<file path="src/rtl/mem_bus_arbiter_pkg.sv">
// Shared types for the two-master memory-bus arbiter: FSM states, owner tags
// and the request-field bundle that travels on the shared bus.
package mem_bus_arbiter_pkg;

    typedef enum logic [1:0] {
        ST_IDLE   = 2'd0,
        ST_HOLD_I = 2'd1,
        ST_HOLD_D = 2'd2
    } arb_state_t;

    typedef enum logic {
        TAG_INST = 1'b0,
        TAG_DATA = 1'b1
    } owner_tag_t;

    localparam logic [1:0] SIZE_WORD = 2'd2;

    typedef struct packed {
        logic        wr;
        logic [1:0]  size;
        logic [31:0] addr;
        logic [31:0] wdata;
    } bus_req_t;

    localparam bus_req_t BUS_REQ_IDLE = '0;

    // Fetches are always word-sized reads with no write data.
    function automatic bus_req_t inst_fetch_req(input logic [31:0] addr);
        bus_req_t req;
        req.wr    = 1'b0;
        req.size  = SIZE_WORD;
        req.addr  = addr;
        req.wdata = 32'd0;
        return req;
    endfunction

endpackage

</file>
<file path="src/rtl/arb_tag_fifo.sv">
// In-order owner-tag FIFO: remembers which master each accepted bus request
// belongs to so responses can be routed back in acceptance order.
module arb_tag_fifo
    import mem_bus_arbiter_pkg::*;
#(
    parameter int FIFO_DEPTH = 4
) (
    input  logic                          clk,
    input  logic                          resetn,
    input  logic                          i_push,
    input  owner_tag_t                    i_push_tag,
    input  logic                          i_pop,
    output owner_tag_t                    o_head,
    output logic [$clog2(FIFO_DEPTH):0]   o_count
);

    localparam int AW = $clog2(FIFO_DEPTH);
    localparam int CW = AW + 1;
    localparam logic [AW-1:0] PTR_LAST  = AW'(FIFO_DEPTH - 1);
    localparam logic [AW-1:0] PTR_ONE   = AW'(1);
    localparam logic [CW-1:0] CNT_FULL  = CW'(FIFO_DEPTH);
    localparam logic [CW-1:0] CNT_ONE   = CW'(1);

    logic [AW-1:0] r_wr_ptr;
    logic [AW-1:0] r_rd_ptr;
    logic [CW-1:0] r_count;
    owner_tag_t    r_mem [FIFO_DEPTH];

    logic w_do_pop;
    logic w_do_push;

    // A pop frees a slot in the same cycle, so push-when-full is legal then.
    assign w_do_pop  = i_pop && (r_count != '0);
    assign w_do_push = i_push && ((r_count != CNT_FULL) || w_do_pop);

    function automatic logic [AW-1:0] next_ptr(input logic [AW-1:0] ptr);
        return (ptr == PTR_LAST) ? '0 : ptr + PTR_ONE;
    endfunction

    genvar gi;
    generate
        for (gi = 0; gi < FIFO_DEPTH; gi++) begin : g_slot
            always_ff @(posedge clk) begin
                if (w_do_push && (r_wr_ptr == AW'(gi))) begin
                    r_mem[gi] <= i_push_tag;
                end
            end
        end
    endgenerate

    always_ff @(posedge clk) begin
        if (!resetn) begin
            r_wr_ptr <= '0;
            r_rd_ptr <= '0;
            r_count  <= '0;
        end else begin
            if (w_do_push) begin
                r_wr_ptr <= next_ptr(r_wr_ptr);
            end
            if (w_do_pop) begin
                r_rd_ptr <= next_ptr(r_rd_ptr);
            end
            case ({w_do_push, w_do_pop})
                2'b10:   r_count <= r_count + CNT_ONE;
                2'b01:   r_count <= r_count - CNT_ONE;
                default: r_count <= r_count;
            endcase
        end
    end

    assign o_head  = r_mem[r_rd_ptr];
    assign o_count = r_count;

endmodule

</file>
<file path="src/rtl/mem_bus_arbiter.sv">
// Arbitrates an instruction-fetch master and a load/store master onto one
// pipelined memory bus. Define ARB_ROUND_ROBIN_EN for round-robin grants;
// otherwise data has fixed priority over inst.
module mem_bus_arbiter
    import mem_bus_arbiter_pkg::*;
#(
    parameter int FIFO_DEPTH = 4
) (
    input  logic                          clk,
    input  logic                          resetn,
    input  logic                          inst_req,
    input  logic [31:0]                   inst_addr,
    output logic                          inst_addr_ok,
    output logic                          inst_data_ok,
    output logic [31:0]                   inst_rdata,
    input  logic                          data_req,
    input  logic                          data_wr,
    input  logic [1:0]                    data_size,
    input  logic [31:0]                   data_addr,
    input  logic [31:0]                   data_wdata,
    output logic                          data_addr_ok,
    output logic                          data_data_ok,
    output logic [31:0]                   data_rdata,
    output logic                          m_req,
    output logic                          m_wr,
    output logic [1:0]                    m_size,
    output logic [31:0]                   m_addr,
    output logic [31:0]                   m_wdata,
    input  logic                          m_addr_ok,
    input  logic                          m_data_ok,
    input  logic [31:0]                   m_rdata,
    output logic [$clog2(FIFO_DEPTH):0]   outstanding
);

    localparam int CW = $clog2(FIFO_DEPTH) + 1;

    arb_state_t  r_state;
    arb_state_t  w_state_next;
    bus_req_t    r_latched;
    bus_req_t    w_latched_next;

    bus_req_t    w_inst_fields;
    bus_req_t    w_data_fields;
    bus_req_t    w_fields;
    owner_tag_t  w_owner;
    owner_tag_t  w_head;
    logic        w_m_req;
    logic        w_pick_data;
    logic        w_full;
    logic        w_accept;
    logic        w_pop;
    logic [CW-1:0] w_count;

    assign w_inst_fields = inst_fetch_req(inst_addr);
    assign w_data_fields = '{wr: data_wr, size: data_size, addr: data_addr, wdata: data_wdata};
    assign w_full        = (w_count == CW'(FIFO_DEPTH));

`ifdef ARB_ROUND_ROBIN_EN
    logic r_rr_data;

    // After every accepted request the other master gets the next tie.
    always_ff @(posedge clk) begin
        if (!resetn) begin
            r_rr_data <= 1'b1;
        end else if (w_accept) begin
            r_rr_data <= (w_owner == TAG_INST);
        end
    end

    assign w_pick_data = data_req && (!inst_req || r_rr_data);
`else
    assign w_pick_data = data_req;
`endif

    always_ff @(posedge clk) begin
        if (!resetn) begin
            r_state   <= ST_IDLE;
            r_latched <= BUS_REQ_IDLE;
        end else begin
            r_state   <= w_state_next;
            r_latched <= w_latched_next;
        end
    end

    always_comb begin
        w_state_next   = r_state;
        w_latched_next = r_latched;
        w_m_req        = 1'b0;
        w_owner        = TAG_INST;
        w_fields       = BUS_REQ_IDLE;
        case (r_state)
            ST_IDLE: begin
                if (!w_full && (inst_req || data_req)) begin
                    w_m_req  = 1'b1;
                    w_owner  = w_pick_data ? TAG_DATA : TAG_INST;
                    w_fields = w_pick_data ? w_data_fields : w_inst_fields;
                    // Bus stalled: freeze the grant so the master may move on.
                    if (!m_addr_ok) begin
                        w_latched_next = w_fields;
                        w_state_next   = w_pick_data ? ST_HOLD_D : ST_HOLD_I;
                    end
                end
            end
            ST_HOLD_I: begin
                w_m_req  = 1'b1;
                w_owner  = TAG_INST;
                w_fields = r_latched;
                if (m_addr_ok) begin
                    w_state_next = ST_IDLE;
                end
            end
            ST_HOLD_D: begin
                w_m_req  = 1'b1;
                w_owner  = TAG_DATA;
                w_fields = r_latched;
                if (m_addr_ok) begin
                    w_state_next = ST_IDLE;
                end
            end
            default: begin
                w_state_next = ST_IDLE;
            end
        endcase
        if (!resetn) begin
            w_m_req = 1'b0;
        end
    end

    assign w_accept = w_m_req && m_addr_ok;
    assign w_pop    = resetn && m_data_ok && (w_count != '0);

    arb_tag_fifo #(
        .FIFO_DEPTH (FIFO_DEPTH)
    ) u_tag_fifo (
        .clk        (clk),
        .resetn     (resetn),
        .i_push     (w_accept),
        .i_push_tag (w_owner),
        .i_pop      (w_pop),
        .o_head     (w_head),
        .o_count    (w_count)
    );

    assign m_req        = w_m_req;
    assign m_wr         = w_fields.wr;
    assign m_size       = w_fields.size;
    assign m_addr       = w_fields.addr;
    assign m_wdata      = w_fields.wdata;

    assign inst_addr_ok = w_accept && (w_owner == TAG_INST);
    assign data_addr_ok = w_accept && (w_owner == TAG_DATA);
    assign inst_data_ok = w_pop && (w_head == TAG_INST);
    assign data_data_ok = w_pop && (w_head == TAG_DATA);
    assign inst_rdata   = m_rdata;
    assign data_rdata   = m_rdata;
    assign outstanding  = w_count;

endmodule

</file>
<file path="config.mk">
export PLATFORM = sky130hd
export DESIGN_NAME = mem_bus_arbiter
export DESIGN_NICKNAME = d
export VERILOG_FILES = /design/src/rtl/mem_bus_arbiter_pkg.sv /design/src/rtl/arb_tag_fifo.sv /design/src/rtl/mem_bus_arbiter.sv
export SDC_FILE = /design/constraint.sdc
export NUM_CORES = 1
export LEC_CHECK = 0
export BUFFER_PORTS_ARGS = -buffer_cell sky130_fd_sc_hd__buf_2
export CAP_MARGIN = 15
export CORE_ASPECT_RATIO = 1.25
export CORE_MARGIN = 10
export CORE_UTILIZATION = 30
export DETAILED_ROUTE_END_ITERATION = 16
export MAX_ROUTING_LAYER = met4
export PLACE_DENSITY_LB_ADDON = 0.3
export SYNTH_ARGS = -nofsm -noshare
export SYNTH_HDL_FRONTEND = slang
export SYNTH_SLANG_ARGS = --single-unit
</file>
<file path="constraint.sdc">
create_clock -name clk -period 5.2 [get_ports clk]
set_input_delay 1.04 -clock clk [delete_from_list [all_inputs] [get_ports clk]]
set_output_delay 1.04 -clock clk [all_outputs]
set_load 0.1 [all_outputs]
</file>
Word-level counts from Yosys, hierarchy flattened
Memory sizes are Yosys's and may differ from the RTL's. A register that Yosys moved wholly into a read port is not among the register bits. Index checks and enable logic that the tools add are counted.

Add/subtract/negate cells: 4. Equality and inequality tests: 13. Multiplexer cells: 36. Bitwise gates (word level): 3. Reductions and logical operators: 27.

Operators by type and width (count): 2-to-1 mux 67 bit (2); one-hot mux 67 bit (2 select lines) (1); 2-to-1 mux 2 bit (11); 2-to-1 mux 1 bit (18); logical AND 1 bit (14); == test 2 bit (second input constant) (5); == test 2 x 1 -> 1 bit (second input constant) (3); one-hot mux 3 bit (2 select lines) (1); AND reduction 3 bit (2); adder 2 x 1 -> 2 bit (second input constant) (2); logical NOT 2 bit (2); != test 2 bit (second input constant) (2); one-hot mux 1 bit (2 select lines) (2); one-hot mux 2 bit (2 select lines) (1); adder 3 x 1 -> 3 bit (second input constant) (1); == test 3 bit (second input constant) (1); != test 3 bit (second input constant) (1); inverter 1 bit (3); nonzero test 3 bit (1); OR reduction 1 bit (3); subtractor 3 x 1 -> 3 bit (second input constant) (1); logical OR 1 bit (2); != test 2 x 1 -> 1 bit (second input constant) (1); nonzero test 2 bit (1); other kinds (2) (2).

Register bits after elaboration: 76. Bits in writable memories: 4. Output and inout bits: 139. Word-level logic and storage cells: 92. Memories: 1.

Memory list: u_tag_fifo.r_mem (depth 4, width 1, read ports 1, clocked after memory_dff 1, wr ports 1, line arb_tag_fifo.sv:27) `owner_tag_t r_mem [FIFO_DEPTH];`.

Depth between registers and ports, before layout
Gate-level depths: netlist of run 1.

Depth in word-level cells: 15. Gate-level depth with buffers: 11. Gate-level depth less buffers: 11.

Cells and area by module
From an unflattened synthesis of run 1, not the netlist that was laid out.

Cells, all modules: 504. Area, all modules: 4594.4 µm².

By module, submodules not included: mem_bus_arbiter (times used 1, cells each 445, area each 3955.0 µm², seq. area each 1381.3 µm²); arb_tag_fifo (times used 1, cells each 59, area each 639.4 µm², seq. area each 300.3 µm²).

Worst setup path before layout of run 1
Ideal clock, no wire load.

Path type: register to output. From: reg u_tag_fifo.r_count[0], in the netlist u_tag_fifo.o_count[0]. To: out m_req. Arrival time: 3.521 ns. Setup slack: 0.639 ns. Cell stages (with the launch flop): 4. Cells stage by stage: dfxtp_1 -> nor3b_4 -> o21ba_2 -> nor3_1.

Word-level cells in the longest chain between the ends: 6.

Ends and longest elaborated chain: start: declaration (line arb_tag_fifo.sv:26) `logic [CW-1:0] r_count;`; start signal: assignment (line arb_tag_fifo.sv:64) `2'b10: r_count <= r_count + CNT_ONE;`; start signal: assignment (line arb_tag_fifo.sv:65) `2'b01: r_count <= r_count - CNT_ONE;`; start signal: assignment (line arb_tag_fifo.sv:66) `default: r_count <= r_count;`; == test 3 bit (line mem_bus_arbiter.sv:56) `assign w_full = (w_count == CW'(FIFO_DEPTH));`; logical NOT 1 bit (line mem_bus_arbiter.sv:93) `if (!w_full && (inst_req || data_req)) begin`; logical AND 1 bit (line mem_bus_arbiter.sv:93); 2-to-1 mux 1 bit (line mem_bus_arbiter.sv:93); one-hot mux 1 bit (2 select lines) (line mem_bus_arbiter.sv:91) `case (r_state)`; 2-to-1 mux 1 bit (line mem_bus_arbiter.sv:124) `if (!resetn) begin`; end: declaration (line mem_bus_arbiter.sv:24) `output logic m_req,`.

No other way between the ends.

Worst setup path after layout of run 1
From: reg r_state[1]. To: out m_addr[14].

Word-level cells in the longest chain between the ends: 3. Elaborated cells between the ends (all ways): 5.

Ends and longest elaborated chain: start: declaration (line mem_bus_arbiter.sv:37) `arb_state_t r_state;`; start signal: assignment (line mem_bus_arbiter.sv:80) `r_state <= w_state_next;`; == test 2 bit / == test 2 x 1 -> 1 bit (equally long branches) (line mem_bus_arbiter.sv:91); OR reduction 2 bit (no line); one-hot mux 67 bit (2 select lines) * (line mem_bus_arbiter.sv:91); end: declaration (line mem_bus_arbiter.sv:27) `output logic [31:0] m_addr,`.

Mark *: on every way between the ends. The rest lies on a longest branch, timed or not.

==> results of run 1 <==
==> cell type report <==
cell class	instances	area, um^2	area share
Clock buffer	11	233	0.0425
Antenna cell	1	2.50	0.000457
Clock inverter	5	78.8	0.0144
Timing Repair Buffer	188	983	0.179
Tap cell	182	228	0.0416
Multi-Input combinational cell	301	2250	0.410
Inverter	7	26.3	0.00480
Sequential cell	82	1680	0.307
==> through the flow <==
stage	total power (W)	cells	hold slack, ps	setup slack [ps]	utilization
2_1_floorplan	0.00171	495	436	639	-
3_3_place_gp	0.00166	759	445	1550	0.342
3_5_place_dp	0.00167	759	456	1490	0.342
4_1_cts	0.00235	775	463	1130	0.363
5_1_grt	0.00243	777	497	976	0.365
6_report	0.00232	777	460	1190	0.365
==> synth_stat cells (2+ instances only) <==
master	number	share of area
a21oi_1	2	0.0022
a22o_1	66	0.13
a22oi_1	67	0.11
and2_1	6	0.0081
and3_1	2	0.0027
buf_1	3	0.0024
buf_2	10	0.011
buf_4	65	0.11
buf_6	3	0.0073
clkbuf_1	24	0.020
dfxtp_1	78	0.34
edfxtp_1	4	0.026
ha_1	9	0.024
inv_1	6	0.0049
mux2_2	32	0.078
mux2i_1	4	0.0087
nand2_1	4	0.0033
nor2_1	80	0.065
nor2b_1	3	0.0041
o21ai_0	5	0.0054
o31a_1	2	0.0038
==> cell families after synthesis <==
logic type / Yosys count
flip-flops: 82
XOR/XNOR: 2
AO/OA/AOI/OAI: 146
adder cells (fa/ha/maj): 10
buffers and inverters: 112
AND/OR/NAND/NOR: 106
multiplexers: 37
==> critical path, cell delays in order, from the launching register on <==
cell and delay, ps:
dfxtp_1 380, inv_1 60, ha_2 1020, buf_4 410, a22oi_1 140, nor2_1 150, buf_2 460
==> flip-flops by register name, indices dropped and copies added (netlist names), named ones only <==
name and count:
r_latched 67, u_tag_fifo.r_mem 4, u_tag_fifo.o_count 3, r_state 2, u_tag_fifo.r_rd_ptr 2, u_tag_fifo.r_wr_ptr 2
==> path summary, 6_finish.rpt <==
check                             startpoint                            endpoint  depth (start not counted)
hold reg to reg   r_latched[65]$_SDFFE_PN0P_          r_latched[65]$_SDFFE_PN0P_                          2
setup reg to reg     r_state[1]$_SDFFE_PN0P_  u_tag_fifo.o_count[2]$_SDFFE_PN0P_                         10
hold / removal    r_latched[65]$_SDFFE_PN0P_          r_latched[65]$_SDFFE_PN0P_                          2
setup / recovery     r_state[1]$_SDFFE_PN0P_                          m_addr[14]                          6
==> metal layers <==
metal	vias up	wire (um)	GRT usage
li1	1921	-	-
met1	1934	6100	0.156
met2	139	7410	0.240
met3	23	728	0.0316
met4	0	219	0.0557
met5	-	0	-
==> power by group <==
| group | internal, W | switching (W) | total, W |
|---|---|---|---|
| Sequential | 0.000679 | 0.0000291 | 0.000708 |
| Clock | 0.000420 | 0.000255 | 0.000674 |
| Combinational | 0.000189 | 0.000753 | 0.000942 |
==> flow_metrics.tcl, run 1 <==
set metrics [dict create \
    finalSetupTns_ps 0 \
    synth-seq-cells 82 \
    setup_viol 0 \
    cts_max_path_buffers 2 \
    seq_area_frac_synth 0.365 \
    synth-main-ff-cell "dfxtp_1" \
    period_share 0.772 \
    dp_hpwl_um 10400 \
    numClockSinks 82 \
    first_iter_violations 162 \
    grt_pass1_wl_um 22600 \
    synth_fa_ha_area_frac 0.0288 \
    finalCriticalPeriod_ps 4010 \
    max_freq_mhz 249 \
    cts_made_buffers 9 \
    insertion_delay_ps 330 \
    grt_antenna_before_repair 1 \
    layout_commonest_cell "buf_2" \
    drv_slew 0 \
    synth_area_um2 4610 \
    synth_top_family_by_area "compound AO/OA/AOI/OAI gates" \
    dieArea_um2 20800 \
    drt-wirelength-per-cell_um 18.6 \
    final_cell_mix "buf_2, nor2_1, dfxtp_1" \
    grt_pass1_vias 4374 \
    area_growth_pct 18.8 \
    drc_errors 0 \
    nets 736 \
    p_leak_nw 2.59 \
    postLayoutCellArea_um2 5480 \
    grt_setup_unrepaired "false" \
    ir_drop_v 0.000172 \
    drive_above_1_share 0.409 \
    fin_skew_ps 8.85 \
    drtAntennaViolNets 0 \
    power.density_nw_per_um2 424 \
    vias 4017 \
    firstDrtPassIters 4 \
    track_usage 0.141 \
    cts_htree_levels 3 \
    outcome "finished, final reports clean" \
    gp_congestion 0.823 \
    ys_warn_count 0 \
    numPortBuffers 179 \
    initial_core_util 0.307 \
    cts_setup_buffers 0 \
    arrival_ps 2970 \
    synth-simple-area-share 0.107 \
    required_ps 4160 \
    cts_resized 0 \
    cts.clk_slew.worst_paths_ps 60 \
    path_class "reg2out" \
    max_slew_margin 0.306 \
    fillers 1567 \
    start_kind "register" \
    routed_wl_um 14500 \
    die_x_um 131 \
    synth_xor_area_frac 0.00380 \
    synth.distinct_cells 41 \
    hold_path.class "reg2reg" \
    hold_viol 0 \
    worst_pin_slew_ps 1040 \
    cp_max_fo 51 \
    rrSetupSlack_ps 1740 \
    async_reset_ff_frac 0 \
    cp-end-kind "primary output" \
    hold_buffers 0 \
    drv_cap 0 \
    synth_compound_area_frac 0.253 \
    std_cell_rows 50 \
    core_region_area_um2 15000 \
    dpl-instance-area_um2 5140 \
    syn_nets 642 \
    cts_tree "built" \
    io_pins 276 \
    grt_max_degree 53 \
    grt_overflow 0 \
    avgSynthCellArea_um2 9.32 \
    cts_root_buffer "clkbuf_16" \
    die_h_um 159 \
    synthMuxAreaShare 0.0917 \
    synth_edf_count 4 \
    syn_inst 495 \
    via_per_inst 5.17 \
]
Note: power is estimated with default switching activity, not from simulation.
==> run 2: changes to the inputs <==
==> constraint.sdc (replaced) <==
create_clock -name clk -period 4 [get_ports clk]
set_input_delay 0.8 -clock clk [delete_from_list [all_inputs] [get_ports clk]]
set_output_delay 0.8 -clock clk [all_outputs]
set_load 0.1 [all_outputs]
==> flow_metrics.tcl, run 2 (synthesis results as in run 1) <==
set metrics [dict create \
    min_to "r_latched[65]$_SDFFE_PN0P_" \
    cp_max_fo 33 \
    holdWs_ps 464 \
    rr_endpoint "u_tag_fifo.o_count[2]$_SDFFE_PN0P_" \
    drv_slew 0 \
    rr_worst_depth 10 \
    die_x_um 131 \
    grt_setup_unrepaired "false" \
    final_cells 778 \
    drt-wirelength-per-cell_um 19.5 \
    cts_htree_levels 3 \
    dieArea_um2 20800 \
    crit_path_cell_trace "inv_1 -> ha_2 -> o21ai_1 -> nor2_2 -> buf_4 -> a22oi_1 -> nor2_2 -> buf_2" \
    max_stage_delay_ps 440 \
    cp-end-kind "primary output" \
    largest-register "r_latched" \
    drc_errors 0 \
    die_h_um 159 \
    cts_max_path_buffers 2 \
    core_region_area_um2 15000 \
    cts.clk_slew.worst_paths_ps 60 \
    via_per_inst 5.17 \
    gp_congestion 0.747 \
    final_cell_mix "buf_2, dfxtp_1, a22oi_1" \
    grt_max_degree 42 \
    slowest_stage "buf_2" \
    cts_made_buffers 9 \
    grt_antenna_before_repair 2 \
    fin_skew_ps 10.9 \
    area_growth_pct 42.3 \
    p_leak_nw 2.84 \
    min_from "r_latched[65]$_SDFFE_PN0P_" \
    start_kind "register" \
    std_cell_rows 50 \
    layout_commonest_cell "buf_2" \
    path_class "reg2out" \
    io_pins 276 \
    insertion_delay_ps 340 \
    required_ps 3200 \
    hold_path.class "reg2reg" \
    grt_overflow 0 \
    vias 4024 \
    cts_tree "built" \
    drv_cap 0 \
    firstDrtPassIters 4 \
    arrival_ps 2350 \
    period_share 0.787 \
    outcome "finished, final reports clean" \
    grt_pass1_vias 4358 \
    hold_viol 0 \
    fillers 1447 \
    cts_root_buffer "clkbuf_16" \
    hold_buffers 0 \
    r2r-start "r_state[1]$_SDFFE_PN0P_" \
    initial_core_util 0.307 \
    first_iter_violations 197 \
    numClockSinks 82 \
    ir_drop_v 0.000255 \
    grt_pass1_wl_um 23200 \
    drive_above_1_share 0.519 \
    fin_util 0.437 \
    setup_viol 0 \
    multi_input_area_um2 2410 \
    nets 736 \
    track_usage 0.146 \
    power.density_nw_per_um2 511 \
    whs_path_depth 2 \
    worst_pin_slew_ps 1020 \
    numPortBuffers 179 \
    finalCriticalPeriod_ps 3150 \
    dp_cells 760 \
    drtAntennaViolNets 0 \
    max_slew_margin 0.320 \
    cts_resized 0 \
    seq_area_um2 1680 \
    cts_setup_buffers 0 \
    finalSetupTns_ps 0 \
    dp_hpwl_um 11100 \
    rrSetupSlack_ps 1120 \
    largest_reg_flops 67 \
    max_freq_mhz 318 \
    routed_wl_um 15200 \
    critical_path.most_common_cell "nor2_2" \
]
## run 2: worst max path at each step
stage	slack, ps	depth (start not counted)	endpoint	start
CTS	820	5	inst_addr_ok	u_tag_fifo.o_count[0]$_SDFFE_PN0P_
global placement	950	6	m_addr[28]	data_req
detailed placement	900	6	m_addr[28]	data_req
floorplan	170	5	m_wdata[16]	u_tag_fifo.o_count[0]$_SDFFE_PN0P_
global route	720	6	m_wdata[21]	u_tag_fifo.o_count[0]$_SDFFE_PN0P_
finish	850	8	m_addr[28]	r_state[0]$_SDFFE_PN0P_
## run 2: power by group
| group | switching (W) | internal (W) | total [W] |
|---|---|---|---|
| combinational | 0.00104 | 0.000487 | 0.00153 |
| clock | 0.000341 | 0.000565 | 0.000906 |
| sequential | 0.0000388 | 0.000882 | 0.000921 |
| total | 0.00142 | 0.00193 | 0.00336 |
## run 2: through the flow
stage / total power (W) / instance area (um^2) / setup slack (ps)
finish: 0.00336 / 6560 / 852
global route: 0.00350 / 6560 / 720
CTS: 0.00340 / 6560 / 818
detailed placement: 0.00248 / 6230 / 897
global placement: 0.00246 / 6230 / 955
floorplan: 0.00225 / 4770 / 167
## run 2: area by class of cell
| class | count | area share |
|---|---|---|
| antenna | 2 | 0.000763 |
| inverter | 7 | 0.00400 |
| clock buffer | 10 | 0.0364 |
| multi-input combinational | 301 | 0.368 |
| tap | 182 | 0.0347 |
| timing repair buffer | 188 | 0.286 |
| sequential | 82 | 0.256 |
| clock inverter | 6 | 0.0137 |
## run 2: metal layers
metal / GRT usage / vias up / part of all wire
met2: 0.242 / 149 / 0.50
met1: 0.156 / 1916 / 0.40
met4: 0.0743 / 0 / 0.032
met3: 0.0429 / 36 / 0.066
li1: - / 1923 / -
met5: - / - / 0
## run 2: critical path, delay by kind of cell, from the launching register on
kind | cells | cell delay (ps)
flip-flops | 1 | 340
adder cells (fa/ha/maj) | 1 | 210
AO/OA/AOI/OAI | 2 | 280
AND/OR/NAND/NOR | 2 | 240
buffers and inverters | 3 | 920
